==> config.mk <==
export PLATFORM = sky130hd
export DESIGN_NAME = load_store_unit
export DESIGN_NICKNAME = d
export VERILOG_FILES = /design/src/rtl/lsu_pkg.sv /design/src/rtl/lsu_lane_align.sv /design/src/rtl/load_store_unit.sv
export SDC_FILE = /design/constraint.sdc
export NUM_CORES = 1
export LEC_CHECK = 0
export CAP_MARGIN = 10
export CORE_MARGIN = 3
export CORE_UTILIZATION = 45
export DETAILED_ROUTE_END_ITERATION = 8
export PLACE_DENSITY = 0.77
export SYNTH_ARGS = -nofsm -noshare
export SYNTH_HDL_FRONTEND = slang
export SYNTH_HIERARCHICAL = 1
export SYNTH_SLANG_ARGS = --single-unit
export TNS_END_PERCENT = 5
==> constraint.sdc <==
create_clock -name clk -period 6.7 [get_ports clk]
set_input_delay 1.34 -clock clk [delete_from_list [all_inputs] [get_ports clk]]
set_output_delay 1.34 -clock clk [all_outputs]
set_load 0.01 [all_outputs]
==> src/rtl/lsu_pkg.sv <==
// Shared constants and access-legality check for the load/store unit.
package lsu_pkg;

  localparam logic [2:0] F3_B  = 3'b000;
  localparam logic [2:0] F3_H  = 3'b001;
  localparam logic [2:0] F3_W  = 3'b010;
  localparam logic [2:0] F3_BU = 3'b100;
  localparam logic [2:0] F3_HU = 3'b101;

  typedef logic [2:0] lsu_state_t;

  localparam lsu_state_t ST_IDLE   = 3'd0;
  localparam lsu_state_t ST_LOAD   = 3'd1;
  localparam lsu_state_t ST_RMW_RD = 3'd2;
  localparam lsu_state_t ST_WRITE  = 3'd3;
  localparam lsu_state_t ST_DONE   = 3'd4;

  // True when the request must not reach memory: unknown width code or misaligned.
  function automatic logic lsu_access_fault(input logic       is_store,
                                            input logic [2:0] funct3,
                                            input logic [1:0] byte_off);
    logic legal;
    logic misaligned;
    legal      = 1'b0;
    misaligned = 1'b0;
    case (funct3)
      F3_B:  legal = 1'b1;
      F3_H:  begin legal = 1'b1; misaligned = byte_off[0]; end
      F3_W:  begin legal = 1'b1; misaligned = |byte_off; end
      F3_BU: legal = !is_store;
      F3_HU: begin legal = !is_store; misaligned = byte_off[0]; end
      default: legal = 1'b0;
    endcase
    return !legal || misaligned;
  endfunction

endpackage

==> src/rtl/lsu_lane_align.sv <==
// Combinational lane steering: load extract/extend and sub-word store merge.
module lsu_lane_align
  import lsu_pkg::*;
(
  input  logic [31:0] word,
  input  logic [31:0] old_word,
  input  logic [15:0] wdata,
  input  logic [1:0]  byte_off,
  input  logic [2:0]  funct3,
  output logic [31:0] load_data,
  output logic [31:0] merge_word
);

  logic signed [7:0]  byte_sel;
  logic signed [15:0] half_sel;

  always_comb begin
    byte_sel = '0;
    case (byte_off)
      2'd0: byte_sel = word[7:0];
      2'd1: byte_sel = word[15:8];
      2'd2: byte_sel = word[23:16];
      2'd3: byte_sel = word[31:24];
      default: byte_sel = '0;
    endcase
    half_sel = byte_off[1] ? word[31:16] : word[15:0];

    load_data = word;
    case (funct3)
      F3_B:  load_data = 32'(byte_sel);
      F3_BU: load_data = {24'd0, byte_sel};
      F3_H:  load_data = 32'(half_sel);
      F3_HU: load_data = {16'd0, half_sel};
      default: load_data = word;
    endcase
  end

  always_comb begin
    merge_word = old_word;
    case (funct3)
      F3_B: begin
        case (byte_off)
          2'd0: merge_word[7:0]   = wdata[7:0];
          2'd1: merge_word[15:8]  = wdata[7:0];
          2'd2: merge_word[23:16] = wdata[7:0];
          2'd3: merge_word[31:24] = wdata[7:0];
          default: merge_word = old_word;
        endcase
      end
      F3_H: begin
        if (byte_off[1]) merge_word[31:16] = wdata;
        else             merge_word[15:0]  = wdata;
      end
      default: merge_word = old_word;
    endcase
  end

endmodule

==> src/rtl/load_store_unit.sv <==
// Data-memory initiator: one request at a time, read-modify-write for sub-word stores.
module load_store_unit
  import lsu_pkg::*;
#(
  parameter int ADDR_W = 32
) (
  input  logic              clk,
  input  logic              rst,
  input  logic              req,
  input  logic              is_store,
  input  logic [2:0]        funct3,
  input  logic [ADDR_W-1:0] addr,
  input  logic [31:0]       wdata,
  output logic              busy,
  output logic              done,
  output logic              fault,
  output logic [31:0]       rdata,
  output logic [ADDR_W-1:0] mem_addr,
  output logic [31:0]       mem_wdata,
  output logic              mem_read,
  output logic              mem_write,
  input  logic [31:0]       mem_rdata
);

  lsu_state_t        state_q, state_d;
  logic              fault_q, fault_d;
  logic [31:0]       rdata_q, rdata_d;
  logic [31:0]       merge_q, merge_d;
  logic [ADDR_W-1:0] addr_q, addr_d;
  logic [2:0]        funct3_q, funct3_d;
  logic              is_store_q, is_store_d;
  logic [31:0]       wdata_q, wdata_d;

  logic [31:0] load_data;
  logic [31:0] merge_word;
  logic        word_store;

  lsu_lane_align u_lane_align (
    .word       (mem_rdata),
    .old_word   (mem_rdata),
    .wdata      (wdata_q[15:0]),
    .byte_off   (addr_q[1:0]),
    .funct3     (funct3_q),
    .load_data  (load_data),
    .merge_word (merge_word)
  );

  always_comb begin
    state_d    = state_q;
    fault_d    = fault_q;
    rdata_d    = rdata_q;
    merge_d    = merge_q;
    addr_d     = addr_q;
    funct3_d   = funct3_q;
    is_store_d = is_store_q;
    wdata_d    = wdata_q;
    case (state_q)
      ST_IDLE: begin
        if (req) begin
          addr_d     = addr;
          funct3_d   = funct3;
          is_store_d = is_store;
          wdata_d    = wdata;
          fault_d    = lsu_access_fault(is_store, funct3, addr[1:0]);
          if (fault_d)            state_d = ST_DONE;
          else if (!is_store)     state_d = ST_LOAD;
          else if (funct3 == F3_W) state_d = ST_WRITE;
          else                    state_d = ST_RMW_RD;
        end
      end
      ST_LOAD: begin
        rdata_d = load_data;
        state_d = ST_DONE;
      end
      ST_RMW_RD: begin
        merge_d = merge_word;
        state_d = ST_WRITE;
      end
      ST_WRITE: state_d = ST_DONE;
      ST_DONE:  state_d = ST_IDLE;
      default:  state_d = ST_IDLE;
    endcase
  end

  always_ff @(posedge clk) begin
    if (rst) begin
      state_q <= ST_IDLE;
      fault_q <= 1'b0;
      rdata_q <= '0;
      merge_q <= '0;
    end else begin
      state_q <= state_d;
      fault_q <= fault_d;
      rdata_q <= rdata_d;
      merge_q <= merge_d;
    end
  end

  // Request fields only matter once captured, so they carry no reset.
  always_ff @(posedge clk) begin
    addr_q     <= addr_d;
    funct3_q   <= funct3_d;
    is_store_q <= is_store_d;
    wdata_q    <= wdata_d;
  end

  assign word_store = is_store_q && (funct3_q == F3_W);

  always_comb begin
    busy      = (state_q != ST_IDLE);
    done      = (state_q == ST_DONE);
    fault     = done && fault_q;
    rdata     = rdata_q;
    mem_read  = (state_q == ST_LOAD) || (state_q == ST_RMW_RD);
    mem_write = (state_q == ST_WRITE) && !rst;
    mem_addr  = '0;
    mem_wdata = '0;
    if (mem_read || mem_write) mem_addr = {addr_q[ADDR_W-1:2], 2'b00};
    if (mem_write)             mem_wdata = word_store ? wdata_q : merge_q;
  end

endmodule

[After elaboration in Yosys (flattened, before gate mapping)]
Cells that the tools add are included.
Storage, ports and cells
  flip-flop bits (word level): 136
  input port bits: 103
  output and inout port bits: 101
  word-level logic and storage cells: 68
Cells by class
  equal/unequal tests: 16
  muxes and demuxes: 24
  reduce and logical (&&, ||, !) cells: 20
Operators by type and width (number)
  32-bit one-hot mux with 4 select lines: 1
  32-bit 2-to-1 mux: 3
  32-bit one-hot mux with 2 select lines: 1
  16-bit 2-to-1 mux: 3
  8-bit 2-to-1 mux: 4
  8-bit one-hot mux with 4 select lines: 1
  3-bit == test (second input constant): 5
  3-bit by 2-bit == test with 1-bit output (second input constant): 4
  3-bit by 1-bit == test with 1-bit output (second input constant): 3
  3-bit logical NOT: 3
  3-bit one-hot mux with 3 select lines: 1
  2-bit OR reduction: 4
  3-bit 2-to-1 mux: 2
  1-bit 2-to-1 mux: 5
  2-bit == test (second input constant): 2
  1-bit one-hot mux with 2 select lines: 2
  1-bit logical AND: 3
  1-bit logical NOT: 3
  1-bit logical OR: 3
  3-bit nonzero test: 1
  3-bit OR reduction: 1
  2-bit by 1-bit == test with 1-bit output (second input constant): 1
  2-bit logical NOT: 1
  2-bit 2-to-1 mux: 1
  other kinds (2): 2

[Logic depth before layout (Yosys ltp)]
Gate-level depths: netlist of the first run.
  depth after elaboration: 10
  mapped depth: 7
  depth with buffers taken out: 5

[Modules after synthesis]
The synthesis of the first run kept the hierarchy.
Modules (own cells, without submodules)
  load_store_unit: instances 1, cells an instance 496, area an instance 5323.9 um2, sequential area each 3403.3 um2
  lsu_lane_align: instances 1, cells an instance 198, area an instance 1412.6 um2, sequential area each 0.0 um2

[Worst setup path after synthesis of the first run]
OpenSTA, ideal clock, no wires.
  path kind: input to register
  start: input port req
  end: register fault_q
  setup time: 132 ps
  arrival: 5556 ps
  required time: 6568 ps
  setup slack: 1011 ps
  stages: 3
  path buffers: 0
  path through: nor4b_2 > nand2b_1 > a21oi_1
Between the ends
  cells in the longest elaborated chain, start to end: 1
RTL lines
  start, declared: RTL line load_store_unit.sv:9  | input logic req,
  2-bit AND reduction (no source line)
  end signal, assigned: RTL line load_store_unit.sv:93  | fault_q <= fault_d;
  end, declared: RTL line load_store_unit.sv:26  | logic fault_q, fault_d;
No other way between the ends.
A chain may end at the register's enable or synchronous reset.

[Final worst setup path of the first run]
  start: input port rst
  end: output port mem_addr[26]
Between the ends
  cells in the longest elaborated chain, start to end: 4
RTL lines
  start, declared: RTL line load_store_unit.sv:8  | input logic rst,
  1-bit logical NOT: RTL line load_store_unit.sv:115  | mem_write = (state_q == ST_WRITE) && !rst;
  1-bit logical AND: RTL line load_store_unit.sv:115
  1-bit logical OR: RTL line load_store_unit.sv:118  | if (mem_read || mem_write) mem_addr = {addr_q[ADDR_W-1:2], 2'b00};
  32-bit 2-to-1 mux: RTL line load_store_unit.sv:118
  end, declared: RTL line load_store_unit.sv:18  | output logic [ADDR_W-1:0] mem_addr,
No other way between the ends.

==> results of run 1 <==
==> power by group through the flow <==
stage | registers [mW] | logic, mW | clock network, mW
2_1_floorplan | 0.961 | 0.159 | 0
6_report | 0.959 | 0.284 | 1.02
4_1_cts | 0.958 | 0.283 | 1.04
5_1_grt | 0.963 | 0.305 | 1.08
3_3_place_gp | 0.974 | 0.278 | 0
3_5_place_dp | 0.976 | 0.281 | 0
==> metrics by stage <==
step                util [%]  power (mW)
floorplan                  -        1.12
global placement        59.9        1.25
detailed placement      59.9        1.26
CTS                     64.3        2.28
global route            64.5        2.35
finish                  64.5        2.27
==> state kept, by name, summed over array words and instances, names as in the netlist <==
signal      count
wdata_q        32
addr_q         32
is_store_q      1
state_q         3
fault_q         1
merge_q        32
funct3_q        3
rdata          32
==> path summary, 6_finish.rpt <==
path	startpoint	to	slack [ns]	cells past startpoint
min reg2reg	rdata[12]	rdata[12]	0.45	2
min	rdata[12]	rdata[12]	0.45	2
max reg2reg	addr_q[1]	rdata[25]	3.97	5
max	rst	mem_addr[26]	2.16	7
==> cells in the mapped netlist (all sizes together) (9+ instances only) <==
library cell / number / area share, %
nor2: 43 / 2.4
nor4b: 9 / 1.3
and2: 32 / 3.0
mux2: 24 / 4.0
dfxtp: 68 / 20
nor4: 18 / 1.7
a221o: 25 / 3.7
clkbuf: 29 / 1.7
edfxtp: 68 / 30
buf: 30 / 3.5
nor2b: 9 / 0.84
mux2i: 32 / 4.8
nand2: 166 / 9.4
nor3: 11 / 0.89
a21oi: 65 / 4.8
==> critical path, cell delays in order <==
cell and delay [ns]:
sky130_fd_sc_hd__buf_2 0.10, sky130_fd_sc_hd__buf_4 0.31, sky130_fd_sc_hd__and3_1 0.30, sky130_fd_sc_hd__nor3_2 0.14
sky130_fd_sc_hd__buf_4 0.26, sky130_fd_sc_hd__and2_1 0.17, sky130_fd_sc_hd__clkdlybuf4s50_1 0.56
==> routing by layer <==
layer  vias to the layer above  track usage, %  part of all wire, %
met5                         -               0                    0
met4                         0            8.80                  2.6
met3                        38            6.64                  9.4
met2                       295            35.9                   45
met1                      2759            31.8                   43
li1                       2810               -                    -
==> logic make-up (layout without fill, tap and decap cells) <==
group,after synthesis,after routing,share of synthesized area (%)
other cells,1,2,0.0557
mux,57,57,9.10
flops,136,136,50.5
compound gates,122,122,12.6
simple gates,315,315,22.4
buf+inv,63,247,5.39
==> area by class of cell <==
type	count	area (um2)	share of cell area, %
Sequential cell	136	3400	36.2
Multi-Input combinational cell	496	3000	31.9
Timing Repair Buffer	211	2100	22.4
Clock buffer	17	425	4.52
Tap cell	184	230	2.45
Clock inverter	15	223	2.37
Inverter	4	15.0	0.160
==> results.txt, run 1 <==
* Post-route antenna net violation count: 0
* Count of hold buffers inserted by post-cts repair: 0
- Post-Place Cell Area: 8740 um2
- Die Footprint: 16500 um2
- Final-layout worst hold slack: 0.455 ns
- Mapped Cells: 694
- Area of all placed cells without fillers: 9400 um2
- In this run the post-CTS setup repair buffer count came out at 0.
* Critical path class: primary input to output port
- Clock tree synthesis selected as its root buffer the cell sky130_fd_sc_hd__clkbuf_16.
- Setup slack at placement: 1.84 ns
- After clock tree synthesis, the clock-pin slew on the worst setup and hold paths is 0.06 ns.
* Buffer depth of the longest clock path: 2
- Number of standard-cell rows in the floorplan: 44
* Layout-stage area growth over the synthesis result: 39.6%
* Post-Route WL: 19600 um
- Static timing analysis puts the maximum clock frequency at 0.220 GHz.
- Number of sinks handled by clock tree synthesis: 136
- The run finished with clean final reports.
- TritonCTS built the clock tree.
* Clock share of power: 45.1%
* Mean post-synth cell area: 9.71 um2
* Effective utilization at floorplan: 46.2%
- Post-CTS repair changed the size of 0 cells.
- The worst path in the final design needs a cycle of 4.54 ns, including I/O delays and setup.
- The final layout contains 969 nets.
* Leak pwr: 3.20 nW
- Pin count of the biggest net entering global routing: 69
* CP Launch Type: primary input
- The final route contains 5902 vias.
- Max Transition Viols Final: 0
- The final number of hold-violating endpoints is 0.
- For the pin with the worst max-slew slack, the measured transition is 1.17 ns.
- Fraction of the yosys area taken by sequential cells: 50.5%
- The library cells used most frequently in the layout, excluding fill and tap cells, are sky130_fd_sc_hd__clkdlybuf4s50_1 (200), sky130_fd_sc_hd__nand2_1 (165), sky130_fd_sc_hd__edfxtp_1 (68), sky130_fd_sc_hd__dfxtp_1 (68), sky130_fd_sc_hd__a21oi_1 (65).
* RD Place Congestion: 0.928
* Peak supply drop: 0.216 mV
- Of the total power, registers draw 42.3%.
* DRC violations left: 0
* Global-route congestion overflow total: 0
- For the worst-skew pair, the clock arrives at the later sink with an insertion delay of 0.41 ns.
* Post-synthesis async set-or-reset flop share: 0%
- In the finished design, the share of the clock period the worst path needs comes to 67.8%.
* Yosys cell types: 49
- In this run, placement finished with an instance count of 1030.
- Core area: 14600 um2
* Global-route usage over all layers: 23.5%
- Maximum level of the CTS H-tree: 4
* Non-filler cells in the finished layout: 1063
- HP Class: flop to flop
- Setup violations remaining at the end of the flow were counted as 0.
- In this run the horizontal extent of the chip is 128 um.
- Across the run, the number of max-cap violations was 0.
* Number of enable-type register cells in the synthesized netlist: 68
- Along the worst path, the maximum fanout reaches 68.
* N_diodes: 0
* Arrival time at the worst endpoint: 3.20 ns
- DRC violation total after the first TritonRoute iteration: 551
- The worst setup path is captured at an output port.
- RSZ-0062 raised after global routing: false
- Internal portion of total power: 1.73 mW
- In this run the tool buffered the top-level ports with 201 buffer cells.
* Vias in the first global route: 5525
- The first global-routing pass estimated 30000 um of wire.
* Comb pwr share: 12.5%
* Count of pins on the block boundary: 204
- P_sw: 535 uW
- Remaining max-slew budget at the tightest pin: 21.6%
- Dividing the detail-routed via count by the number of cells gives 5.55.
* Required arrival time at the worst endpoint: 5.36 ns
- Routed len/inst: 18.4 um
- Of the cells placed in the final design, the portion with a size suffix greater than 1 is 8.76%.
* Placed wire-length estimate after detailed placement: 13800 um
- Leaving out fill and tap cells, the most frequent cell in the layout is sky130_fd_sc_hd__clkdlybuf4s50_1.
- Fin Setup TNS: 0 ns
* Post-synthesis register bit count: 136
* Overall die height: 128 um
- On the final layout, the worst clock skew is 0.00502 ns.
* Synthesis Warnings: 6
* Initial antenna violation count: 0
- In the synthesized netlist the dominant register cell turns out to be sky130_fd_sc_hd__edfxtp_1.
* Detailed-router iteration count before antenna repair: 5
* Sw Ratio: 23.6%
- Mapped cell area: 6740 um2
- Filler instances: 1178
- TritonCTS buffer count: 17
* PD cells: 241 nW/um2
- Final Worst Setup Slack: 2.16 ns
Power figures use the tool's default switching activity.
==> run 2, diff against run 1 <==
--- a/config.mk
+++ b/config.mk
@@ -7,7 +7,7 @@
 export LEC_CHECK = 0
 export CAP_MARGIN = 10
 export CORE_MARGIN = 3
-export CORE_UTILIZATION = 45
+export CORE_UTILIZATION = 43
 export DETAILED_ROUTE_END_ITERATION = 8
 export PLACE_DENSITY = 0.77
 export SYNTH_ARGS = -nofsm -noshare
==> constraint.sdc (replaced) <==
create_clock -name clk -period 3.77 [get_ports clk]
set_input_delay 0.754 -clock clk [delete_from_list [all_inputs] [get_ports clk]]
set_output_delay 0.754 -clock clk [all_outputs]
set_load 0.01 [all_outputs]
==> run 2 against run 1 <==
Effect of this change:
- wire length rose by 0.97%
- worst hold slack got worse by 0.0036 ns
- core utilization fell by 2.6 points
- first-iteration DRC count rose by 18%
- flip-flop and latch count did not move
- critical endpoint is now mem_wdata[7]
==> results.txt, run 2 (synthesis gave the netlist of run 1 again) <==
- In this run the remaining antenna-violating nets after routing total 0.
* Required arrival time at the worst endpoint: 3.02 ns
- Leak pwr: 3.21 nW
* Met3 GRT Util: 6.28%
- After the last flow step, the layout net total stands at 974.
- The detailed router finished its first iteration with 651 violations.
- Number of sinks handled by clock tree synthesis: 136
- Slowest CP cell: sky130_fd_sc_hd__edfxtp_1
- For met2 alone, demand over resource in global routing was 35.3%.
* CP Launch Type: flop
- Global-route congestion overflow total: 0
- At the end of routability-driven placement, the weighted congestion stood at 0.925.
* Max Transition Viols Final: 0
- Detailed-router iteration count before antenna repair: 6
* Buffer depth of the longest clock path: 2
* Final worst path period need: 3.37 ns
* Worst clock skew: 0.0102 ns
* Post-CTS repair timing setup buffer count: 0
- Maximum level of the CTS H-tree: 4
* WHS Path Cells: 2
- Global routing used 22.8% of the available tracks across all layers.
* Share of post-route cells with drive strength above 1: 9.28%
- Cell chosen for the clock root: sky130_fd_sc_hd__clkbuf_16
* Arrival time at the worst endpoint: 2.62 ns
- Outcome: completed
- The die covers 17200 um2.
- In this run the standard cell core region covers 15300 um2.
* Commonest cells after routing, fill and taps aside: sky130_fd_sc_hd__clkdlybuf4s50_1 (200), sky130_fd_sc_hd__nand2_1 (165), sky130_fd_sc_hd__edfxtp_1 (68), sky130_fd_sc_hd__dfxtp_1 (68), sky130_fd_sc_hd__a21oi_1 (65)
* Highest cell delay on the worst timing path: 0.66 ns
- The number of antenna violations at the first check in global routing is 0.
- Maxcap violations: 0
- Routed len/inst: 18.1 um
- Port Buffer Count: 201
- Buffers inserted during clock tree synthesis total 17.
- RSZ-0062 raised after global routing: false
- Post_cts resized: 0
- PD cells: 419 nW/um2
* Setup violators final: 0
- In this run the worst path has a maximum fanout of 21.
- Global routing used 30.4% of the available met1 tracks.
* Clock input transition at the sequential cells of the worst setup and hold paths: 0.06 ns
- For this configuration, the core starts out at a cell density of 44.1%.
- Count of pins on the block boundary: 204
- Reg power frac: 42.8%
- Clock share of power: 44.2%
* Slew @ Worst Pin: 1.09 ns
- Post-Route WL: 19800 um
- Measured along the y axis, the die boundary spans 131 um.
* HP Class: flop to flop
- Number of standard-cell rows in the floorplan: 45
- TritonCTS built the clock tree.
- Entering global routing, the biggest net connects 71 pins.
* Critical path class: flop to output port
- P_sw: 938 uW
* Share of the cycle needed by the critical path after routing: 89.4%
* Global-route wire length before repair: 31000 um
- Headroom to the max-slew limit came out at 27.2%.
- Insertion delay to the later sink of the worst-skew pair: 0.42 ns
- N_diodes: 0
* Most common cell after layout, fill and taps aside: sky130_fd_sc_hd__clkdlybuf4s50_1
- The via count of the first global-routing pass was 5726.
* Width of the chip: 131 um
* Internal portion of total power: 3.02 mW
- Sw Ratio: 23.7%
- Derived from the worst setup path, the maximum achievable clock frequency is 0.297 GHz.
- Top delay family on crit path: buffers and inverters
- Walking the worst path, the cells encountered are nor4bb_4 > buf_4 > nand2_1 > a21oi_1 > clkdlybuf4s50_1.
- The critical path contains buffers and inverters numbering 2 combined.
- Summing all non-filler instances in the final layout gives an area of 9440 um2.
- After legalization and detailed placement, the total HPWL measured 14000 um.
- Via count normalized by instance count: 5.41
* Layout-stage area growth over the synthesis result: 40.1%
- Count of hold buffers inserted by post-cts repair: 0
- Endpoint class of the critical path: output port
- Number of logic stages on the critical path including buffering: 5
* Final hold vios: 0
- The detailed router placed 5922 vias in this run.
* Peak supply drop: 0.310 mV
- Post-Place Cell Area: 8820 um2
* Fin Setup TNS: 0 ns
- DRC violations left: 0
- Top Usage Layer GRT: met2
- The number of cells on the worst reg-to-reg path is 6.
- The share of total power dissipated in combinational logic is 13.0%.
## run 2: layout make-up
| type | count | area, um2 |
|---|---|---|
| clock buffer | 20 | 447 |
| sequential | 136 | 3400 |
| inverter | 4 | 15.0 |
| multi-input combinational | 496 | 3000 |
| clock inverter | 12 | 175 |
| tap | 211 | 264 |
| timing repair buffer | 216 | 2130 |
| fill | 1257 | 5820 |
## run 2: power by group through the flow
stage,combinational [mW],clock (mW),sequential [mW]
5_1_grt,0.553,1.84,1.70
2_1_floorplan,0.285,0,1.70
6_report,0.515,1.75,1.70
3_3_place_gp,0.500,0,1.73
4_1_cts,0.512,1.78,1.70
3_5_place_dp,0.509,0,1.72
## run 2: per-stage QoR
| step | total power, mW | util (%) | setup WS [ns] | hold slack [ns] | cells |
|---|---|---|---|---|---|
| 2_1_floorplan | 1.99 | - | 0.335 | 0.446 | 695 |
| 3_3_place_gp | 2.23 | 57.8 | 0.878 | 0.443 | 1063 |
| 3_5_place_dp | 2.23 | 57.8 | 0.805 | 0.447 | 1063 |
| 4_1_cts | 3.99 | 61.9 | 0.347 | 0.455 | 1095 |
| 5_1_grt | 4.10 | 61.9 | 0.280 | 0.466 | 1095 |
| 6_report | 3.96 | 61.9 | 0.399 | 0.451 | 1095 |
## run 2: final timing paths
kind                                  start            to  slack (ns)
worst max-delay path            funct3_q[2]  mem_wdata[7]        0.40
worst min register to register     rdata[2]      rdata[2]        0.45
worst max register to register  funct3_q[0]      rdata[2]        1.38
worst min-delay path               rdata[2]      rdata[2]        0.45
## run 2: worst register-to-register path, delay by kind of cell, from the launching register on
family,cells,cell delay (ns)
compound gates,2,0.40
flops,1,0.43
buf+inv,1,0.27
simple gates,3,1.15
## run 2: layer usage
metal  wire length (um)  part of all wire, %
met4                365                  1.8
met5                  0                    0
met3               1810                  9.1
met1               8500                   43
met2               9130                   46
